--- src/rtl/mining_sequencer_pkg.sv ---
// Shared definitions for the SHA-256 mining sequencer slice:
// datapath state codes, bus widths and the sequencer's FSM states.
package mining_sequencer_pkg;

    localparam int BLOCK_W = 512;
    localparam int HASH_W  = 256;
    localparam int NONCE_W = 32;
    localparam int SLICE_W = 64;

    localparam logic [2:0] ST_IDLE  = 3'd0;
    localparam logic [2:0] ST_WRITE = 3'd1;
    localparam logic [2:0] ST_INIT  = 3'd2;
    localparam logic [2:0] ST_FETCH = 3'd3;
    localparam logic [2:0] ST_SCHED = 3'd4;
    localparam logic [2:0] ST_ROUND = 3'd5;
    localparam logic [2:0] ST_OUT   = 3'd6;
    localparam logic [2:0] ST_CMP   = 3'd0;
    localparam logic [2:0] ST_DONE  = 3'd7;

    typedef enum logic [2:0] {
        S_IDLE,
        S_INIT,
        S_FETCH,
        S_SCHED,
        S_ROUND,
        S_OUT,
        S_CMP,
        S_DONE
    } seq_state_t;

endpackage

--- src/rtl/mining_sequencer_if.sv ---
// Host block-load channel: valid/ready handshake plus the
// write-pointer clear strobe.
interface mining_sequencer_if;
    import mining_sequencer_pkg::*;

    logic               load_valid;
    logic               load_ready;
    logic               load_clear;
    logic [BLOCK_W-1:0] load_data;

    modport master (
        output load_valid,
        output load_data,
        output load_clear,
        input  load_ready
    );

    modport slave (
        input  load_valid,
        input  load_data,
        input  load_clear,
        output load_ready
    );

endinterface

--- src/rtl/mining_sequencer_cmp.sv ---
// Registered 256-bit unsigned less-than, evaluated as four 64-bit
// slices so each compare is short; the slice results merge MSB-first.
module hash_target_cmp
    import mining_sequencer_pkg::*;
(
    input  logic              clock,
    input  logic              reset,
    input  logic [HASH_W-1:0] hash,
    input  logic [HASH_W-1:0] target,
    output logic              lt
);

    logic [3:0] slice_lt;
    logic [3:0] slice_eq;

    always_ff @(posedge clock) begin
        if (reset) begin
            slice_lt <= '0;
            slice_eq <= '0;
        end else begin
            for (int i = 0; i < 4; i++) begin
                slice_lt[i] <= hash[i*SLICE_W +: SLICE_W]
                             < target[i*SLICE_W +: SLICE_W];
                slice_eq[i] <= hash[i*SLICE_W +: SLICE_W]
                            == target[i*SLICE_W +: SLICE_W];
            end
        end
    end

    always_comb begin
        lt = slice_lt[3]
           | (slice_eq[3] & slice_lt[2])
           | (slice_eq[3] & slice_eq[2] & slice_lt[1])
           | (slice_eq[3] & slice_eq[2] & slice_eq[1] & slice_lt[0]);
    end

endmodule

--- src/rtl/mining_sequencer.sv ---
// Mining control FSM: stores host blocks, then runs nonce attempts
// over all stored blocks and compares each hash against the target.
module mining_sequencer
    import mining_sequencer_pkg::*;
#(
    parameter int DEPTH        = 2000,
    parameter int ADDR_W       = 16,
    parameter int ROUND_CYCLES = 1
) (
    input  logic               clock,
    input  logic               reset,
    mining_sequencer_if.slave  load,
    input  logic               start,
    input  logic               abort,
    input  logic [ADDR_W-1:0]  nonce_addr,
    input  logic [8:0]         nonce_msb,
    input  logic [NONCE_W-1:0] nonce_start,
    input  logic [31:0]        max_attempts,
    input  logic [HASH_W-1:0]  target,
    output logic [2:0]         dp_state,
    output logic [ADDR_W-1:0]  dp_addr,
    output logic [BLOCK_W-1:0] dp_message,
    output logic               dp_stopw,
    output logic [8:0]         dp_width,
    output logic [ADDR_W-1:0]  dp_nonce_addr,
    input  logic [HASH_W-1:0]  dp_hash,
    output logic               busy,
    output logic               found,
    output logic               exhausted,
    output logic [NONCE_W-1:0] found_nonce,
    output logic [31:0]        attempts
);

    localparam logic [ADDR_W:0] DEPTH_C = (ADDR_W+1)'(DEPTH);
    localparam logic [6:0]      RC_LAST = 7'(ROUND_CYCLES - 1);

    seq_state_t         state;
    logic [ADDR_W:0]    wr_ptr;
    logic [ADDR_W-1:0]  last;
    logic [ADDR_W-1:0]  blk;
    logic [6:0]         rcnt;
    logic [NONCE_W-1:0] nonce;
    logic [31:0]        max_q;
    logic [HASH_W-1:0]  target_q;
    logic               hit;

    logic [ADDR_W:0]    ptr_inc;
    logic [31:0]        att_inc;
    logic               ptr_room;
    logic               ptr_room_inc;

    assign ptr_inc      = wr_ptr + (ADDR_W+1)'(1);
    assign att_inc      = attempts + 32'd1;
    assign ptr_room     = wr_ptr < DEPTH_C;
    assign ptr_room_inc = ptr_inc < DEPTH_C;

    // dp_hash is sampled on the edge that enters CMP
    hash_target_cmp u_cmp (
        .clock  (clock),
        .reset  (reset),
        .hash   (dp_hash),
        .target (target_q),
        .lt     (hit)
    );

    always_ff @(posedge clock) begin
        if (reset) begin
            state           <= S_IDLE;
            wr_ptr          <= '0;
            last            <= '0;
            blk             <= '0;
            rcnt            <= '0;
            nonce           <= '0;
            max_q           <= '0;
            target_q        <= '0;
            dp_state        <= ST_IDLE;
            dp_addr         <= '0;
            dp_message      <= '0;
            dp_stopw        <= 1'b1;
            dp_width        <= '0;
            dp_nonce_addr   <= '0;
            load.load_ready <= 1'b1;
            busy            <= 1'b0;
            found           <= 1'b0;
            exhausted       <= 1'b0;
            found_nonce     <= '0;
            attempts        <= '0;
        end else begin
            found     <= 1'b0;
            exhausted <= 1'b0;
            if (abort && state != S_IDLE) begin
                state           <= S_IDLE;
                dp_state        <= ST_IDLE;
                dp_addr         <= last;
                dp_stopw        <= 1'b1;
                busy            <= 1'b0;
                load.load_ready <= ptr_room;
            end else begin
                unique case (state)
                    S_IDLE: begin
                        dp_state <= ST_IDLE;
                        dp_addr  <= last;
                        dp_stopw <= 1'b1;
                        if (load.load_clear) begin
                            wr_ptr          <= '0;
                            load.load_ready <= 1'b1;
                        end else if (start && wr_ptr != '0) begin
                            target_q        <= target;
                            max_q           <= max_attempts;
                            dp_nonce_addr   <= nonce_addr;
                            dp_width        <= nonce_msb;
                            nonce           <= nonce_start;
                            attempts        <= '0;
                            found_nonce     <= '0;
                            last            <= wr_ptr[ADDR_W-1:0] - ADDR_W'(1);
                            dp_addr         <= wr_ptr[ADDR_W-1:0] - ADDR_W'(1);
                            state           <= S_INIT;
                            dp_state        <= ST_INIT;
                            busy            <= 1'b1;
                            load.load_ready <= 1'b0;
                        end else if (load.load_valid && load.load_ready) begin
                            dp_state        <= ST_WRITE;
                            dp_addr         <= wr_ptr[ADDR_W-1:0];
                            dp_message      <= load.load_data;
                            dp_stopw        <= 1'b0;
                            wr_ptr          <= ptr_inc;
                            load.load_ready <= ptr_room_inc;
                        end
                    end
                    S_INIT: begin
                        blk      <= '0;
                        state    <= S_FETCH;
                        dp_state <= ST_FETCH;
                    end
                    S_FETCH: begin
                        state    <= S_SCHED;
                        dp_state <= ST_SCHED;
                    end
                    S_SCHED: begin
                        rcnt     <= '0;
                        state    <= S_ROUND;
                        dp_state <= ST_ROUND;
                    end
                    S_ROUND: begin
                        if (rcnt != RC_LAST) begin
                            rcnt <= rcnt + 7'd1;
                        end else if (blk == last) begin
                            state    <= S_OUT;
                            dp_state <= ST_OUT;
                        end else begin
                            blk      <= blk + ADDR_W'(1);
                            state    <= S_FETCH;
                            dp_state <= ST_FETCH;
                        end
                    end
                    S_OUT: begin
                        state    <= S_CMP;
                        dp_state <= ST_CMP;
                    end
                    S_CMP: begin
                        if (hit) begin
                            found       <= 1'b1;
                            found_nonce <= nonce;
                            state       <= S_DONE;
                            dp_state    <= ST_DONE;
                        end else begin
                            attempts <= att_inc;
                            nonce    <= nonce + 32'd1;
                            if (max_q != '0 && att_inc == max_q) begin
                                exhausted <= 1'b1;
                                state     <= S_DONE;
                                dp_state  <= ST_DONE;
                            end else begin
                                state    <= S_INIT;
                                dp_state <= ST_INIT;
                            end
                        end
                    end
                    S_DONE: begin
                        state           <= S_IDLE;
                        dp_state        <= ST_IDLE;
                        busy            <= 1'b0;
                        load.load_ready <= ptr_room;
                    end
                    default: begin
                        state    <= S_IDLE;
                        dp_state <= ST_IDLE;
                        busy     <= 1'b0;
                    end
                endcase
            end
        end
    end

endmodule

--- src/flat_wrapper.sv ---
// flat-port wrapper written by rule: the top's interface ports become plain ports
module mining_sequencer_flat import mining_sequencer_pkg::*;
#(
    parameter int DEPTH        = 2000,
    parameter int ADDR_W       = 16,
    parameter int ROUND_CYCLES = 1
)
  (clock, reset, start, abort, nonce_addr, nonce_msb, nonce_start, max_attempts, target, dp_state, dp_addr, dp_message, dp_stopw, dp_width, dp_nonce_addr, dp_hash, busy, found, exhausted, found_nonce, attempts, load_load_valid, load_load_data, load_load_clear, load_load_ready);
  mining_sequencer_if load_i ();
  input  logic clock;
  input  logic reset;
  input  logic start;
  input  logic abort;
  input  logic [ADDR_W-1:0] nonce_addr;
  input  logic [8:0] nonce_msb;
  input  logic [NONCE_W-1:0] nonce_start;
  input  logic [31:0] max_attempts;
  input  logic [HASH_W-1:0] target;
  output logic [2:0] dp_state;
  output logic [ADDR_W-1:0] dp_addr;
  output logic [BLOCK_W-1:0] dp_message;
  output logic dp_stopw;
  output logic [8:0] dp_width;
  output logic [ADDR_W-1:0] dp_nonce_addr;
  input  logic [HASH_W-1:0] dp_hash;
  output logic busy;
  output logic found;
  output logic exhausted;
  output logic [NONCE_W-1:0] found_nonce;
  output logic [31:0] attempts;
  input wire logic [$bits(load_i.load_valid)-1:0] load_load_valid;
  input wire logic [$bits(load_i.load_data)-1:0] load_load_data;
  input wire logic [$bits(load_i.load_clear)-1:0] load_load_clear;
  output wire logic [$bits(load_i.load_ready)-1:0] load_load_ready;
  assign load_i.load_valid = load_load_valid;
  assign load_i.load_data = load_load_data;
  assign load_i.load_clear = load_load_clear;
  assign load_load_ready = load_i.load_ready;
  mining_sequencer #(.DEPTH(DEPTH), .ADDR_W(ADDR_W), .ROUND_CYCLES(ROUND_CYCLES)) u_core (.clock(clock), .reset(reset), .load(load_i), .start(start), .abort(abort), .nonce_addr(nonce_addr), .nonce_msb(nonce_msb), .nonce_start(nonce_start), .max_attempts(max_attempts), .target(target), .dp_state(dp_state), .dp_addr(dp_addr), .dp_message(dp_message), .dp_stopw(dp_stopw), .dp_width(dp_width), .dp_nonce_addr(dp_nonce_addr), .dp_hash(dp_hash), .busy(busy), .found(found), .exhausted(exhausted), .found_nonce(found_nonce), .attempts(attempts));
endmodule
--- config.mk ---
export PLATFORM = sky130hd
export DESIGN_NAME = mining_sequencer_flat
export DESIGN_NICKNAME = d
export VERILOG_FILES = /design/src/rtl/mining_sequencer_pkg.sv /design/src/rtl/mining_sequencer_if.sv /design/src/rtl/mining_sequencer_cmp.sv /design/src/rtl/mining_sequencer.sv /design/src/flat_wrapper.sv
export SDC_FILE = /design/constraint.sdc
export NUM_CORES = 2
export LEC_CHECK = 0
export CAP_MARGIN = 40
export CORE_AREA = 4 4 680 682
export DETAILED_ROUTE_END_ITERATION = 12
export DIE_AREA = 0 0 684 686
export PLACE_DENSITY = 0.3
export SYNTH_ARGS = -nofsm -noshare
export SYNTH_HDL_FRONTEND = slang
export SYNTH_SLANG_ARGS = --single-unit
--- constraint.sdc ---
create_clock -name clock -period 4.8 [get_ports clock]
set_input_delay 0.72 -clock clock [delete_from_list [all_inputs] [get_ports clock]]
set_output_delay 0.72 -clock clock [all_outputs]
set_load 0.03 [all_outputs]
==> flow_summary_export.csv <==
group,metric,value,unit
run_status,status,"finished, final reports clean",
worst_setup_path,required,5.56,ns
placed_design,place_congestion,0.997,
synth,ys_types,77,
timing,hold_viol_final,0,
timing,worst_slack,0.957,ns
placed_design,dp_hpwl,305000,um
worst_setup_path,ff2ff_setup_slack,0.96,ns
floorplanning,fp.dieW,684,um
worst_hold_path,hold_path_end,"u_core.target_q[139]",
worst_setup_path,cp-end-kind,"register",
routing,first_iter_violations,3030,
synth,async_flop_share,0,%
worst_setup_path,path_cells,"ha_1 -> nand4_1 -> nor3_2 -> nor3b_2 -> xnor2_1 -> o2111ai_1 -> nor4_1 -> buf_4 -> nand2_1 -> a41oi_1",
power,power.leakage,25.0,nW
routing,wl,371000,um
clocking,worstSkewPairLatency,0.87,ns
timing,slew_headroom,20.6,%
synth,yosysMostFrequentCell,"nand2_1",
routing,vias,49491,
synth,yosysWarnings,0,
floorplanning,fp.dieArea,469000,um2
cells_and_area,post-route-util,16.6,%
synth,ys_top_cells_by_count,"nand2_1 (1783), dfxtp_1 (1011), a21oi_1 (984)",
cells_and_area,final_net_count,8961,
worst_setup_path,cpPeakStageDelay,0.58,ns
placed_design,dp.cells,13417,
grt,grt_util_met3,4.51,%
power,p_total,26.3,mW
worst_setup_path,worstReg2RegEnd,"u_core.state[2]",
worst_hold_path,min_from,"reset",
worst_setup_path,critical_path.max_fanout,10,
placed_design,postPlaceCellArea,70400,um2
grt,grt_max_degree,155,
floorplanning,row_count,248,
timing,setup_viol,0,
worst_setup_path,critPathLaunchType,"register",
cells_and_area,fin_area,75800,um2
grt,antenna_found_initial,195,
clocking,cts_tree,"done",
timing,hold_slack,0.333,ns
clocking,cts_sinks,1011,
clocking,ctsResizeCount,0,
routing,via_per_inst,3.60,
clocking,clock_path_buffers,4,
power,ir_worst_vdd,0.236,mV
clocking,h-tree-depth,4,
synth,synth_mux_area_share,0.156,%
worst_setup_path,worstSetupPathType,"reg2reg",
clocking,postCtsHoldBufs,0,
placed_design,pre_cts_ws,0.386,ns
synth,syn_area,45700,um2
grt,busiest_layer,"met2",
timing,setup_tns,0,ns
timing,period_needed,3.84,ns
worst_setup_path,cp_slowest_cell,"nor4_1",
routing,antenna_left,0,
cells_and_area,fillers,51481,
synth,synth_edf_count,0,
timing,fin_crit_sh,80.1,%
routing,post_drt_wl_per_cell,27.0,um
synth,synth_simple_gate_area_share,22.9,%
grt,grt_pass1_vias,48793,
synth,synth_top_family_by_area,"simple AND/OR/NAND/NOR gates",
synth,synth.area.top_cells,"dfxtp_1 (44%), nand2_1 (15%), a21oi_1 (11%), ha_1 (7.2%), inv_1 (2.3%)",
clocking,cts_root_buffer,"clkbuf_16",
timing,rsz0062_at_grt,"false",
synth,synth.top_cell.area_share,44.3,%
grt,grtUsageMet2,23.8,%
grt,grt_pass1_wl,483000,um
timing,fin_skew,0.0664,ns
synth,seq_area_frac_synth,44.3,%
synth,synth-seq-cells,1011,
clocking,post_cts_buffers,0,
floorplanning,coreArea,456000,um2
synth,syn_area_per_cell,7.68,um2
timing,slew_violations,0,
worst_setup_path,arrival,4.60,ns
clocking,path_clk_slew,0.06,ns
job,maxCapViolCount,0,
worst_setup_path,rr_worst_depth,10,
synth,ys_dominant_reg_cell,"dfxtp_1",
worst_setup_path,timing.rr.start,"u_core.attempts[0]",
synth,synthCells,5954,
synth,synth_xor_area_share,1.69,%
grt,overflow,0,
synth,synth_fp_nets,7336,
worst_hold_path,hp-class,"in2reg",
routing,drc,0,
placed_design,portBuffers,1743,
clocking,cts_buffers,159,
synth,synth_fa_ha_area_share,7.20,%
synth,yosysTopAreaCell,"dfxtp_1",
grt,grt_util_met1,20.3,%
grt,grt.total_usage,15.1,%
floorplanning,io_pins,1744,
floorplanning,initial_core_util,10.0,%
timing,tightest_slew,1.19,ns
cells_and_area,stdcell_count,13747,
cells_and_area,drive_gt1_share,5.33,%
timing,max_freq,260,MHz
routing,drt_first_pass_iters,5,
worst_hold_path,whs_path_depth,2,
power,p_per_area,346,nW/um2
floorplanning,die_height,686,um
cells_and_area,areaGrowthSynthToFinish,65.9,%
synth,synth_compound_area_share,17.8,%
[final cells by class]
type / instances / area (um2) / share of cell area [%]
Clock inverter: 58 / 662 / 0.873
Timing Repair Buffer: 1855 / 18900 / 24.9
Tap cell: 6000 / 7510 / 9.90
Antenna cell: 43 / 108 / 0.142
Sequential cell: 1011 / 20200 / 26.7
Clock buffer: 228 / 4630 / 6.11
Multi-Input combinational cell: 4278 / 22700 / 30.0
Inverter: 274 / 1030 / 1.36
[cell families (layout without fill, tap and decap cells)]
family	Yosys count	after routing
AOI/OAI and AO/OA	1442	1442
xor gates and xnor gates	88	88
adders and majority gates	263	263
buffers and inverters	665	2415
DFF	1011	1011
muxes	7	7
other	0	43
and+or+nand+nor	2478	2478
[layout by cell type, fill, tap and decap left out, drive strengths merged, types with 113 or more instances in the layout]
cell / netlist / routed
dfxtp: 1011 / 1011
nor2: 260 / 260
ha: 263 / 263
a21oi: 984 / 984
buf: 162 / 113
nand2: 1783 / 1783
clkdlybuf4s50: 0 / 1742
clkbuf: 229 / 228
inv: 274 / 279
o21ai: 134 / 134
[metal layers]
metal / vias up / part of all wire, %
li1: 23406 / -
met1: 23788 / 46
met2: 1738 / 44
met3: 465 / 7.3
met4: 94 / 2.1
met5: - / 0.17
[where the power goes]
part           total (mW)  switching (mW)  leakage (nW)  internal (mW)
Sequential           9.14           0.320          8.21           8.82
Clock                12.1            4.95          2.60           7.17
Combinational        5.00            3.00          14.2           1.99
Total                26.3            8.27          25.0           18.0
[critical path, delay by kind of cell, from the launching register on]
| kind | cells | cell delay [ns] |
|---|---|---|
| AOI/OAI and AO/OA | 2 | 0.38 |
| adders and majority gates | 1 | 0.42 |
| DFF | 1 | 0.46 |
| xor gates and xnor gates | 1 | 0.26 |
| buffers and inverters | 1 | 0.23 |
| and+or+nand+nor | 5 | 1.98 |
[worst max-delay path by stage]
stage                       startpoint                       end  cells after the start
global route        u_core.attempts[0]           u_core.state[2]                     11
detailed placement        dp_hash[255]  u_core.u_cmp.slice_lt[3]                     12
global placement          dp_hash[255]  u_core.u_cmp.slice_lt[3]                     12
CTS                 u_core.attempts[0]           u_core.state[2]                     10
floorplan                 dp_hash[255]  u_core.u_cmp.slice_lt[3]                      9
finish              u_core.attempts[0]           u_core.state[2]                     10
[flip-flops by register name, indices dropped and copies added (netlist names), 3 cells and up]
signal and flops:
u_core.dp_message 512, u_core.target_q 256, u_core.attempts 32, u_core.found_nonce 32
u_core.max_q 32, u_core.nonce 32, u_core.wr_ptr 17, u_core.blk 16
u_core.dp_addr 16, u_core.dp_nonce_addr 16, u_core.last 16, u_core.dp_width 9
u_core.rcnt 7, u_core.u_cmp.slice_lt 4, u_core.dp_state 3, u_core.state 3
u_core.u_cmp.slice_eq 3
Power figures use the tool's default switching activity.
